--- src/rtl/char_console_writer.sv ---
// char_console_writer: ASCII stream to 80x30 character/colour memory writer.
// Tracks a text cursor, handles CR/LF/BS/FF, wraps at the last column and
// scrolls at the last row by copying memory through its data port.
// Ports:
//   clk, rst_n             clock, async active-low reset
//   ch_valid/ch_data/ch_ready  byte stream handshake (transfer on valid&&ready)
//   fg_color, bg_color     colours sampled on transfer
//   char_we/char_addr/char_value  memory write port ({row,col} address)
//   char_rdata             memory read data, one cycle after char_addr
//   cursor_x, cursor_y     current cursor position
//   busy                   high while a write, scroll or clear is in progress
module char_console_writer #(
  parameter int unsigned COLS  = 80,
  parameter int unsigned ROWS  = 30,
  parameter int unsigned COL_W = 7,
  parameter int unsigned ROW_W = 5
) (
  input  logic                   clk,
  input  logic                   rst_n,
  input  logic                   ch_valid,
  input  logic [7:0]             ch_data,
  output logic                   ch_ready,
  input  logic [11:0]            fg_color,
  input  logic [11:0]            bg_color,
  output logic                   char_we,
  output logic [ROW_W+COL_W-1:0] char_addr,
  output logic [31:0]            char_value,
  input  logic [31:0]            char_rdata,
  output logic [COL_W-1:0]       cursor_x,
  output logic [ROW_W-1:0]       cursor_y,
  output logic                   busy
);

  localparam logic [COL_W-1:0] COL_LAST = COL_W'(COLS - 1);
  localparam logic [ROW_W-1:0] ROW_LAST = ROW_W'(ROWS - 1);
  localparam logic [ROW_W-1:0] ROW_PEN  = ROW_W'(ROWS - 2);

  localparam logic [2:0] S_IDLE      = 3'd0;
  localparam logic [2:0] S_PUT       = 3'd1;
  localparam logic [2:0] S_SCROLL_RD = 3'd2;
  localparam logic [2:0] S_SCROLL_WR = 3'd3;
  localparam logic [2:0] S_CLR_ROW   = 3'd4;
  localparam logic [2:0] S_CLR_ALL   = 3'd5;

  logic [2:0]       state, state_n;
  logic [COL_W-1:0] cx, cx_n, cc, cc_n;
  logic [ROW_W-1:0] cy, cy_n, rc, rc_n;
  logic [6:0]       ch_q, ch_n;
  logic [11:0]      fg_q, fg_n, bg_q, bg_n;
  logic             no_adv, no_adv_n;

  assign ch_ready = (state == S_IDLE);
  assign busy     = (state != S_IDLE);
  assign cursor_x = cx;
  assign cursor_y = cy;

  // State and datapath registers
  always_ff @(posedge clk or negedge rst_n) begin
    if (!rst_n) begin
      state  <= S_IDLE;
      cx     <= '0;
      cy     <= '0;
      cc     <= '0;
      rc     <= '0;
      ch_q   <= '0;
      fg_q   <= '0;
      bg_q   <= '0;
      no_adv <= 1'b0;
    end else begin
      state  <= state_n;
      cx     <= cx_n;
      cy     <= cy_n;
      cc     <= cc_n;
      rc     <= rc_n;
      ch_q   <= ch_n;
      fg_q   <= fg_n;
      bg_q   <= bg_n;
      no_adv <= no_adv_n;
    end
  end

  // Next-state, cursor/counter update and memory port decode
  always_comb begin
    state_n    = state;
    cx_n       = cx;
    cy_n       = cy;
    cc_n       = cc;
    rc_n       = rc;
    ch_n       = ch_q;
    fg_n       = fg_q;
    bg_n       = bg_q;
    no_adv_n   = no_adv;
    char_we    = 1'b0;
    char_addr  = '0;
    char_value = '0;

    case (state)
      S_IDLE: begin
        if (ch_valid) begin
          fg_n     = fg_color;
          bg_n     = bg_color;
          ch_n     = ch_data[6:0];
          no_adv_n = 1'b0;
          if (ch_data >= 8'h20 && ch_data <= 8'h7E) begin
            state_n = S_PUT;
          end else begin
            case (ch_data)
              8'h0D: cx_n = '0;
              8'h0A: begin
                cx_n = '0;
                if (cy == ROW_LAST) begin
                  rc_n    = '0;
                  cc_n    = '0;
                  state_n = S_SCROLL_RD;
                end else begin
                  cy_n = cy + ROW_W'(1);
                end
              end
              8'h08: begin
                // Backspace erases the previous cell without advancing after the write
                if (cx != '0) begin
                  cx_n     = cx - COL_W'(1);
                  ch_n     = 7'h20;
                  no_adv_n = 1'b1;
                  state_n  = S_PUT;
                end
              end
              8'h0C: begin
                cx_n    = '0;
                cy_n    = '0;
                rc_n    = '0;
                cc_n    = '0;
                state_n = S_CLR_ALL;
              end
              default: ;
            endcase
          end
        end
      end

      S_PUT: begin
        char_we    = 1'b1;
        char_addr  = {cy, cx};
        char_value = {bg_q, fg_q, 1'b0, ch_q};
        state_n    = S_IDLE;
        if (!no_adv) begin
          if (cx != COL_LAST) begin
            cx_n = cx + COL_W'(1);
          end else begin
            cx_n = '0;
            if (cy != ROW_LAST) begin
              cy_n = cy + ROW_W'(1);
            end else begin
              rc_n    = '0;
              cc_n    = '0;
              state_n = S_SCROLL_RD;
            end
          end
        end
      end

      // Read the cell one row below; its data is written back on the next cycle
      S_SCROLL_RD: begin
        char_addr = {rc + ROW_W'(1), cc};
        state_n   = S_SCROLL_WR;
      end

      S_SCROLL_WR: begin
        char_we    = 1'b1;
        char_addr  = {rc, cc};
        char_value = char_rdata;
        state_n    = S_SCROLL_RD;
        if (cc == COL_LAST) begin
          cc_n = '0;
          if (rc == ROW_PEN) state_n = S_CLR_ROW;
          else               rc_n    = rc + ROW_W'(1);
        end else begin
          cc_n = cc + COL_W'(1);
        end
      end

      S_CLR_ROW: begin
        char_we    = 1'b1;
        char_addr  = {ROW_LAST, cc};
        char_value = {bg_q, fg_q, 8'h20};
        if (cc == COL_LAST) begin
          cc_n    = '0;
          cx_n    = '0;
          cy_n    = ROW_LAST;
          state_n = S_IDLE;
        end else begin
          cc_n = cc + COL_W'(1);
        end
      end

      S_CLR_ALL: begin
        char_we    = 1'b1;
        char_addr  = {rc, cc};
        char_value = {bg_q, fg_q, 8'h20};
        if (cc == COL_LAST) begin
          cc_n = '0;
          if (rc == ROW_LAST) state_n = S_IDLE;
          else                rc_n    = rc + ROW_W'(1);
        end else begin
          cc_n = cc + COL_W'(1);
        end
      end

      default: state_n = S_IDLE;
    endcase
  end

endmodule

--- config.mk ---
export PLATFORM = sky130hd
export DESIGN_NAME = char_console_writer
export DESIGN_NICKNAME = d
export VERILOG_FILES = /design/src/rtl/char_console_writer.sv
export SDC_FILE = /design/constraint.sdc
export NUM_CORES = 1
export LEC_CHECK = 0
export ABC_AREA = 1
export BUFFER_PORTS_ARGS = -buffer_cell sky130_fd_sc_hd__buf_2
export CELL_PAD_IN_SITES_DETAIL_PLACEMENT = 1
export CELL_PAD_IN_SITES_GLOBAL_PLACEMENT = 1
export CORE_MARGIN = 8
export CORE_UTILIZATION = 25
export DETAILED_ROUTE_END_ITERATION = 6
export PLACE_DENSITY_LB_ADDON = 0.1
export SETUP_SLACK_MARGIN = 0.1
export SYNTH_ARGS = -nofsm -noshare
export SYNTH_HDL_FRONTEND = slang
export SYNTH_SLANG_ARGS = --single-unit
--- constraint.sdc ---
create_clock -name clk -period 3.5 [get_ports clk]
set_clock_uncertainty 0.15 [all_clocks]
set_input_delay 1.05 -clock clk [delete_from_list [all_inputs] [get_ports clk]]
set_output_delay 1.05 -clock clk [all_outputs]
set_load 0.03 [all_outputs]
* Yosys cells after proc, flatten, opt, wreduce, memory -nomap -nowiden
Cells that the tools add are included.
W data, S select, Z words.
** Operators by class
- Add/sub/neg operators :: 5
- Magnitude comparators :: 2
- Equality and inequality tests :: 35
- Muxes and demuxes :: 61
- Reduce and logical (&&, ||, !) cells :: 18
** Operator list (number)
- $mux W7 :: 16
- $pmux W32 S3 :: 1
- $mux W5 :: 17
- $pmux W12 S4 :: 1
- $pmux W7 S3 :: 2
- $eq A8 B4 Y1 const B :: 4
- $pmux W7 S2 :: 2
- $mux W3 :: 9
- $ne A2 B2 Y1 const B :: 12
- $pmux W5 S2 :: 2
- $pmux W5 S4 :: 1
- $pmux W3 S6 :: 1
- $eq A5 B5 Y1 const B :: 3
- $pmux W5 S3 :: 1
- $add A7 B1 Y7 const B :: 2
- $reduce_and A7 Y1 :: 2
- $reduce_and A12 Y1 :: 1
- $add A5 B1 Y5 const B :: 2
- $ne A3 B3 Y1 const B :: 3
- $pmux W3 S3 :: 1
- $reduce_and A9 Y1 :: 1
- $reduce_bool A3 Y1 :: 3
- $ge A8 B6 Y1 const B :: 1
- $le A8 B7 Y1 const B :: 1
- other kinds (22) :: 32
** Storage, ports and cells
- Bits in registers :: 59
- Output and inout bits :: 59
- Word-level logic and storage cells :: 130

* Depth between registers and ports, before layout
Gate-level depths: netlist of the first run.
- Depth in word-level cells :: 6
- Mapped depth :: 11
- Gate-level depth less buffers :: 11

* Worst setup path after synthesis of the first run
OpenSTA, ideal clock, no wires.
- Path kind :: register -> output
- Start point :: register state[1]
- End point :: output char_value[3]
- Arrival :: 1.685 ns
- Data required time :: 2.300 ns
- Path slack :: 0.615 ns
- Cell stages (with the launch flop) :: 6
- Path buffers :: 2
- Cells stage by stage :: dfrtp_1 -> inv_2 -> buf_6 -> nand3_2 -> clkbuf_1 -> o21ai_0
** Between the ends
- Cells in the longest elaborated chain, start to end :: 3
- Elaborated cells between the ends (all ways) :: 6
- Those cells by class :: eq/ne (4); mux (1); reduce/logical (1)
** RTL lines
- from (decl) :: RTL line 45 : logic [2:0] state, state_n;
- from (signal assigned) :: RTL line 70 : state <= state_n;
- $eq A3 B3 Y1 :: RTL line 97 : case (state)
- $reduce_or A2 Y1 (no line)
- $pmux W32 S3 * :: RTL line 97
- to (decl) :: RTL line 27 : output logic [31:0] char_value,
Mark *: on every way between the ends. The rest lies on a longest branch, timed or not.

* Worst setup path after layout of the first run
- Start point :: register state[1]
- End point :: output char_addr[0]
** Between the ends
- Cells in the longest elaborated chain, start to end :: 3
- Elaborated cells between the ends (all ways) :: 7
- Those cells by class :: eq/ne (5); mux (1); reduce/logical (1)
** RTL lines
- $eq A3 B3 Y1 / $eq A3 B2 Y1 (equally long branches) :: RTL line 97
- $reduce_or A2 Y1 (no line)
- $pmux W12 S4 * :: RTL line 97
- to (decl) :: RTL line 26 : output logic [ROW_W+COL_W-1:0] char_addr,
Marks and branches as above.

==> key figures, run 1 <==
Place
  • Placed Instance Area: 4910 um^2
  • Post-detail-place hpwl: between 10 and 15 mm
  • IO Port Bufs: 125
  • Worst slack, placed: between 0.4 and 0.5 ns
  • RePlAce Congestion: 0.807
  • Inst Count DP: a little under 900

Yosys
  • Sequential fraction of the synthesis area: 0.365
  • Synth Flop Type: dfrtp_1
  • Largest area contributor in the netlist: dfrtp_1
  • Number of enable flip-flop cells after synthesis: 0
  • Mapped Area: slightly above 4000 um^2
  • Commonest cells post-synth: nand2_1, dfrtp_1, nand3_1
  • FF+latch count, synth: between 50 and 60
  • Syn_area_per_cell: between 7 and 8 um^2
  • Top post-synthesis cells by area: dfrtp_1, nand2_1, nand3_1
  • Most numerous cell in the Yosys netlist: nand2_1
  • Asr flop ratio synth: 1.00
  • Warning count from the yosys run: 0
  • Synth cell types: 35
  • Share of the synthesized area in the top cell type: 0.365
  • Syn_nets: roughly 630
  • Syn Inst Count: around 560

Power and ir drop
  • Flop pwr share: 0.269
  • Comb power frac: 0.506
  • VDD IR max: around 270 uV
  • Net switching power: between 2 and 2.5 mW
  • Power per cell area: between 800 and 900 nW/um^2
  • Clock power frac: 0.225
  • Leakage power: 2.81 nW
  • Internal: 2.40 mW
  • Sw Share: 0.492

GRT
  • Vias in the first global route: ~4700
  • First-pass GRT wire length: 24.7 mm
  • GRT Total Usage: 0.153
  • Total gr overflow: 0
  • Largest net degree at the start of global routing: 60
  • Initial antenna violation count: 1

Clock tree
  • CTS root buf: clkbuf_16
  • Post CTS Setup Buffer Count: 0
  • Longest Clk Path Bufs: 2
  • CTS tree: done
  • CTS Buf Count: 9
  • H-tree depth: 3
  • CTS Sinks: 59
  • Post-CTS Resized: 0
  • Clock latency on the worst-skew pair: 0.34 ns
  • Cts-stage hold buffer count: 0
  • Reg clk slew, reported paths: around 0.060 ns

Floorplan
  • Die Y: roughly 140 um
  • Die X: about 140 um
  • Die ar.: between 20000 and 25000 um^2
  • Ports: 126
  • Core footprint: roughly 16000 um^2
  • Initial Utilization: 0.255
  • Rows: between 40 and 50

Cells and area
  • Reg area: roughly 1500 um^2
  • Area of the multi-input gates: 2280 um^2
  • Layout area overhead: 30.0%
  • Non-Filler Instances: approximately 900
  • Layout cells sized above 1: 0.268
  • # fillers: just over 2000
  • Fin area: approximately 5300 um^2
  • Antenna cells: 0
  • Nets@finish: about 760

Worst setup path
  • Worst Path Max Fanout: 11
  • Critical-path cell list: inv_2 > nor2_8 > nor2_1 > inv_1 > nor2_2 > o22ai_1 > buf_2
  • Data arrival time of the worst path: around 2.1 ns
  • Crit. End Element: output pin
  • WP buf/inv: 3
  • CP delay by family, top: buffers and inverters
  • Slowest cell delay on critical path: between 0.4 and 0.5 ns
  • Slowest CP cell: dfrtp_1
  • Req. time, crit path: between 2 and 2.5 ns
  • Crit Path Category: register to output pin
  • Startpoint Class: register

Route
  • Pre-antenna DRT Iters: 4
  • Via count: 4283
  • Initial DRC count: between 150 and 200
  • Drt total wl: approximately 15 mm
  • Vias/cell: about 4.7
  • DRC violations left: 0
  • Post-DRT Antenna Nets: 0
  • Routed WL per cell: ~17 um

STA
  • Slew headroom: 0.441
  • Final Hold Fails: 0
  • Period utilization: 0.929
  • WHS: 0.323 ns
  • Slew Viols, Final: 0
  • Maximum clock rate: 307 MHz
  • Tmin final: roughly 3.3 ns
  • Least-Margin Pin Slew: approximately 0.84 ns
  • Setup violators final: 0
  • Setup ws final: roughly 0.25 ns
  • RSZ-0062 raised after global routing: false
  • Fin Setup TNS: 0 ns

Job
  • Max Cap Viol: 0

Min path
  • HP Class: register to register

Status
  • Outcome: finished clean
==> worst reg2reg max path, delay by kind of cell (launching register included) <==
kind / cells / cell delay [ns]
AND/OR/NAND/NOR: 5 / 1.07
flip-flops: 1 / 0.45
buffers and inverters: 2 / 0.38
AO/OA/AOI/OAI: 1 / 0.13
==> area by class of cell <==
| type | instances | area share |
|---|---|---|
| multi-input cells | 425 | 0.433 |
| flip-flops and latches | 59 | 0.281 |
| repair buffers | 132 | 0.129 |
| well taps | 216 | 0.0514 |
| clock buffers | 10 | 0.0454 |
| inverters | 55 | 0.0397 |
| clock inverters | 6 | 0.0214 |
==> logic make-up (layout without fill, tap and decap cells) <==
logic type / Yosys count / after routing / share of synthesized area
fa+ha+maj: 9 / 9 / 0.0278
flops: 59 / 59 / 0.365
xor+xnor: 11 / 11 / 0.0238
buf+inv: 73 / 203 / 0.0742
simple gates: 320 / 320 / 0.359
compound gates: 85 / 85 / 0.150
==> flip-flops by register name, summed over array words and instances, names as in the netlist <==
signal    count
bg_q         12
cc            7
ch_q          7
cursor_x      7
cursor_y      5
fg_q         12
no_adv        1
rc            5
state         3
==> per-layer routing <==
metal / routed length [um] / track usage
met1: 7210 / 0.194
met2: 6850 / 0.241
met3: 997 / 0.0451
met4: 226 / 0.0537
met5: 13 / 0
==> metrics by stage <==
step	power, mW	util
floorplan	2.92	-
global placement	3.65	0.309
detailed placement	3.70	0.309
CTS	4.79	0.331
global route	5.07	0.331
finish	4.72	0.331
==> power groups by stage <==
stage | registers [mW] | logic [mW] | clock network [mW]
2_1_floorplan | 1.26 | 1.66 | 0
3_3_place_gp | 1.28 | 2.37 | 0
3_5_place_dp | 1.28 | 2.42 | 0
4_1_cts | 1.27 | 2.43 | 1.09
5_1_grt | 1.31 | 2.64 | 1.12
6_report | 1.27 | 2.39 | 1.06
==> path summary, 6_finish.rpt <==
check | slack (ns) | end | from | depth (start not counted)
worst max-delay path | 0.25 | char_addr[0] | state[1]$_DFFE_PN0P_ | 7
worst min-delay path | 0.32 | bg_q[10]$_DFFE_PN0P_ | bg_q[10]$_DFFE_PN0P_ | 2
worst max register to register | 1.26 | cursor_y[4]$_DFFE_PN0P_ | state[1]$_DFFE_PN0P_ | 8
worst min register to register | 0.32 | bg_q[10]$_DFFE_PN0P_ | bg_q[10]$_DFFE_PN0P_ | 2
max in group asynchronous | 1.89 | cc[2]$_DFFE_PN0P_ | rst_n | 2
min in group asynchronous | 0.73 | bg_q[5]$_DFFE_PN0P_ | rst_n | 2
==> placed cells by master (no fill, tap or decap), types with 3 or more instances in the layout <==
cell | synthesis | final
ha_1 | 9 | 9
nand2_4 | 3 | 3
a22o_1 | 5 | 5
xor2_1 | 8 | 8
inv_1 | 47 | 47
bufinv_16 | 0 | 3
nor2_4 | 4 | 4
nand3_2 | 5 | 5
buf_4 | 0 | 7
nor2_1 | 45 | 43
nor2_2 | 4 | 6
o21ai_0 | 25 | 25
nand2_2 | 3 | 3
nand4_1 | 8 | 8
xnor2_1 | 3 | 3
nand2_1 | 189 | 189
o22ai_1 | 9 | 9
a21oi_1 | 12 | 12
clkbuf_16 | 0 | 9
a32o_1 | 24 | 24
inv_2 | 7 | 7
buf_2 | 7 | 125
nand3_1 | 49 | 49
o211ai_1 | 3 | 3
dfrtp_1 | 59 | 59
nand3b_1 | 5 | 5
(Power assumes the default switching activity.)
==> run 2: changes to the inputs <==
--- a/config.mk
+++ b/config.mk
@@ -7,12 +7,13 @@
 export LEC_CHECK = 0
 export ABC_AREA = 1
 export BUFFER_PORTS_ARGS = -buffer_cell sky130_fd_sc_hd__buf_2
+export CAP_MARGIN = 20
 export CELL_PAD_IN_SITES_DETAIL_PLACEMENT = 1
 export CELL_PAD_IN_SITES_GLOBAL_PLACEMENT = 1
 export CORE_MARGIN = 8
 export CORE_UTILIZATION = 25
 export DETAILED_ROUTE_END_ITERATION = 6
-export PLACE_DENSITY_LB_ADDON = 0.1
+export PLACE_DENSITY = 0.62
 export SETUP_SLACK_MARGIN = 0.1
 export SYNTH_ARGS = -nofsm -noshare
 export SYNTH_HDL_FRONTEND = slang
==> run 2 against run 1 <==
Sequential power is essentially flat. Die area unchanged. Final area fell by 1.5%. Sequential share of layout area increased by 0.41 points. Clock-buffer cell count up 1. Wire length is 2.0% lower. Fmax is 1.0% higher.
==> key figures, run 2 (synthesis results as in run 1) <==
Cells and area
  • Most frequent cells in the layout: nand2_1, buf_2, dfrtp_1, nand3_1, inv_1
  • Most common cell after layout, fill and taps aside: nand2_1
  • Layout area overhead: 28.1%
  • Antenna cells: 0
  • Non-Filler Instances: ~900
  • # fillers: between 2000 and 2500
  • Largest regs: bg_q x12, fg_q x12
  • Nets@finish: approximately 760
  • Layout cells sized above 1: 0.265

Route
  • DRC violations left: 0
  • Met2 routed WL: ~6.7 mm
  • Vias/cell: 4.75
  • Initial DRC count: 203
  • Drt total wl: ~15 mm
  • Via count: 4288
  • DR top layer: met4
  • M1 WL: ~7.0 mm
  • Routed WL per cell: between 15 and 20 um
  • Post-DRT Antenna Nets: 0
  • Routed length on met3: approximately 1.1 mm
  • Pre-antenna DRT Iters: 4

Status
  • Outcome: finished clean

Power and ir drop
  • Internal: about 2.2 mW
  • Flop pwr share: 0.288
  • Sw Share: 0.514
  • Clock power frac: 0.179
  • VDD IR max: approximately 300 uV
  • Power per cell area: between 800 and 900 nW/um^2
  • Comb power frac: 0.533
  • Net switching power: 2.28 mW
  • Leakage power: approximately 2.8 nW

STA
  • RSZ-0062 raised after global routing: false
  • Least-Margin Pin Slew: between 0.7 and 0.8 ns
  • Setup ws final: between 0.2 and 0.3 ns
  • Final Hold Fails: 0
  • Setup violators final: 0
  • Tmin final: 3.22 ns
  • Slew Viols, Final: 0
  • Maximum clock rate: 310 MHz
  • Period utilization: 0.920
  • Fin Setup TNS: 0 ns
  • Slew headroom: 0.529

GRT
  • Vias in the first global route: roughly 4700
  • GRT Total Usage: 0.153
  • First-pass GRT wire length: roughly 25 mm
  • Initial antenna violation count: 0
  • Largest net degree at the start of global routing: 37
  • Total gr overflow: 0

Worst setup path
  • Crit Path Category: register to output pin
  • Data arrival time of the worst path: about 2 ns
  • Crit. End Element: output pin
  • Worst Path Max Fanout: 31
  • FF-to-FF Start: cursor_y[1]$_DFFE_PN0P_
  • Worst R2R End: cc[3]$_DFFE_PN0P_
  • End point of the critical path: char_value[2]
  • Setup slack, reg-to-reg: between 1 and 1.5 ns
  • Req. time, crit path: between 2 and 2.5 ns
  • Critical Path Source: state[2]$_DFFE_PN0P_
  • Reg2Reg Depth: 9
  • Startpoint Class: register

Clock tree
  • CTS root buf: clkbuf_16
  • Post CTS Setup Buffer Count: 0
  • Reg clk slew, reported paths: about 0.05 ns
  • CTS tree: done
  • CTS Buf Count: 9
  • Longest Clk Path Bufs: 2
  • H-tree depth: 3
  • CTS Sinks: between 50 and 60
  • Cts-stage hold buffer count: 0
  • Clock latency on the worst-skew pair: between 0.3 and 0.4 ns

Floorplan
  • Core footprint: 15900 um^2
  • Die ar.: slightly above 20000 um^2
  • Rows: 46
  • Ports: between 100 and 150
  • Die X: 143 um
  • Initial Utilization: 0.255
  • Die Y: around 140 um

Place
  • Inst Count DP: between 800 and 900
  • Worst slack, placed: 0.539 ns
  • IO Port Bufs: 125
  • RePlAce Congestion: 0.823
  • Post-detail-place hpwl: about 12 mm

Min path
  • HP Class: register to register

Job
  • Max Cap Viol: 0
-- run 2: cell types whose count changed in the layout (fill, tap and decap cells not counted) --
cell	previous run	this run
clkbuf_1	0	2
clkbuf_8	1	0
buf_12	0	1
bufinv_16	3	0
clkinv_2	1	3
clkinv_4	2	0
clkinvlp_4	0	2
buf_4	7	6
-- run 2: through the flow --
stage               utilization  area, um^2  total power, mW  hold slack, ns
floorplan                     -        4050             2.92           0.293
global placement          0.310        4920             3.63           0.305
detailed placement        0.310        4920             3.68           0.314
CTS                       0.326        5180             4.52           0.328
global route              0.326        5180             4.81           0.367
finish                    0.326        5180             4.44           0.320
-- run 2: worst max-delay path, cell delays in order, from the launching register on --
cell and delay (ns):
dfrtp_1 0.43, inv_2 0.17, nand2_4 0.11, nor2_8 0.16, buf_4 0.35, a22o_1 0.24
buf_2 0.21
-- run 2: final cells by class --
type / instances / area [um^2] / share of cell area
clock buffer: 11 / 233 / 0.0449
clock inverter: 5 / 30.0 / 0.00579
inverter: 55 / 209 / 0.0403
multi-input combinational: 425 / 2280 / 0.439
sequential: 59 / 1480 / 0.285
tap: 216 / 270 / 0.0521
timing repair buffer: 132 / 691 / 0.133
-- run 2: worst min-delay path by stage --
stage / to / slack (ns) / cells past startpoint / from
final: fg_q[9]$_DFFE_PN0P_ / 0.32 / 2 / fg_q[9]$_DFFE_PN0P_
after detailed placement: fg_q[9]$_DFFE_PN0P_ / 0.31 / 2 / fg_q[9]$_DFFE_PN0P_
after CTS: fg_q[9]$_DFFE_PN0P_ / 0.33 / 2 / fg_q[9]$_DFFE_PN0P_
after floorplan: bg_q[0]$_DFFE_PN0P_ / 0.29 / 2 / bg_q[0]$_DFFE_PN0P_
after global placement: fg_q[9]$_DFFE_PN0P_ / 0.30 / 2 / fg_q[9]$_DFFE_PN0P_
after global routing: fg_q[3]$_DFFE_PN0P_ / 0.37 / 2 / fg_q[3]$_DFFE_PN0P_
-- run 2: power groups by stage --
stage | combinational (mW) | sequential [mW] | clock, mW
after floorplan | 1.66 | 1.26 | 0
after global placement | 2.35 | 1.28 | 0
after detailed placement | 2.40 | 1.28 | 0
after CTS | 2.41 | 1.28 | 0.831
after global routing | 2.63 | 1.33 | 0.854
final | 2.37 | 1.28 | 0.797
-- run 2: timing repair --
action / CTS / global route
endpoints found under the setup margin: 0 / 6
endpoints found under the hold margin: 0 / 0
resized for setup: 0 / 1
-- run 2: layer usage --
metal / vias up / track usage
met4: 0 / 0.0448
li1: 2108 / -
met1: 2049 / 0.190
met2: 118 / 0.243
met5: - / 0
met3: 13 / 0.0544
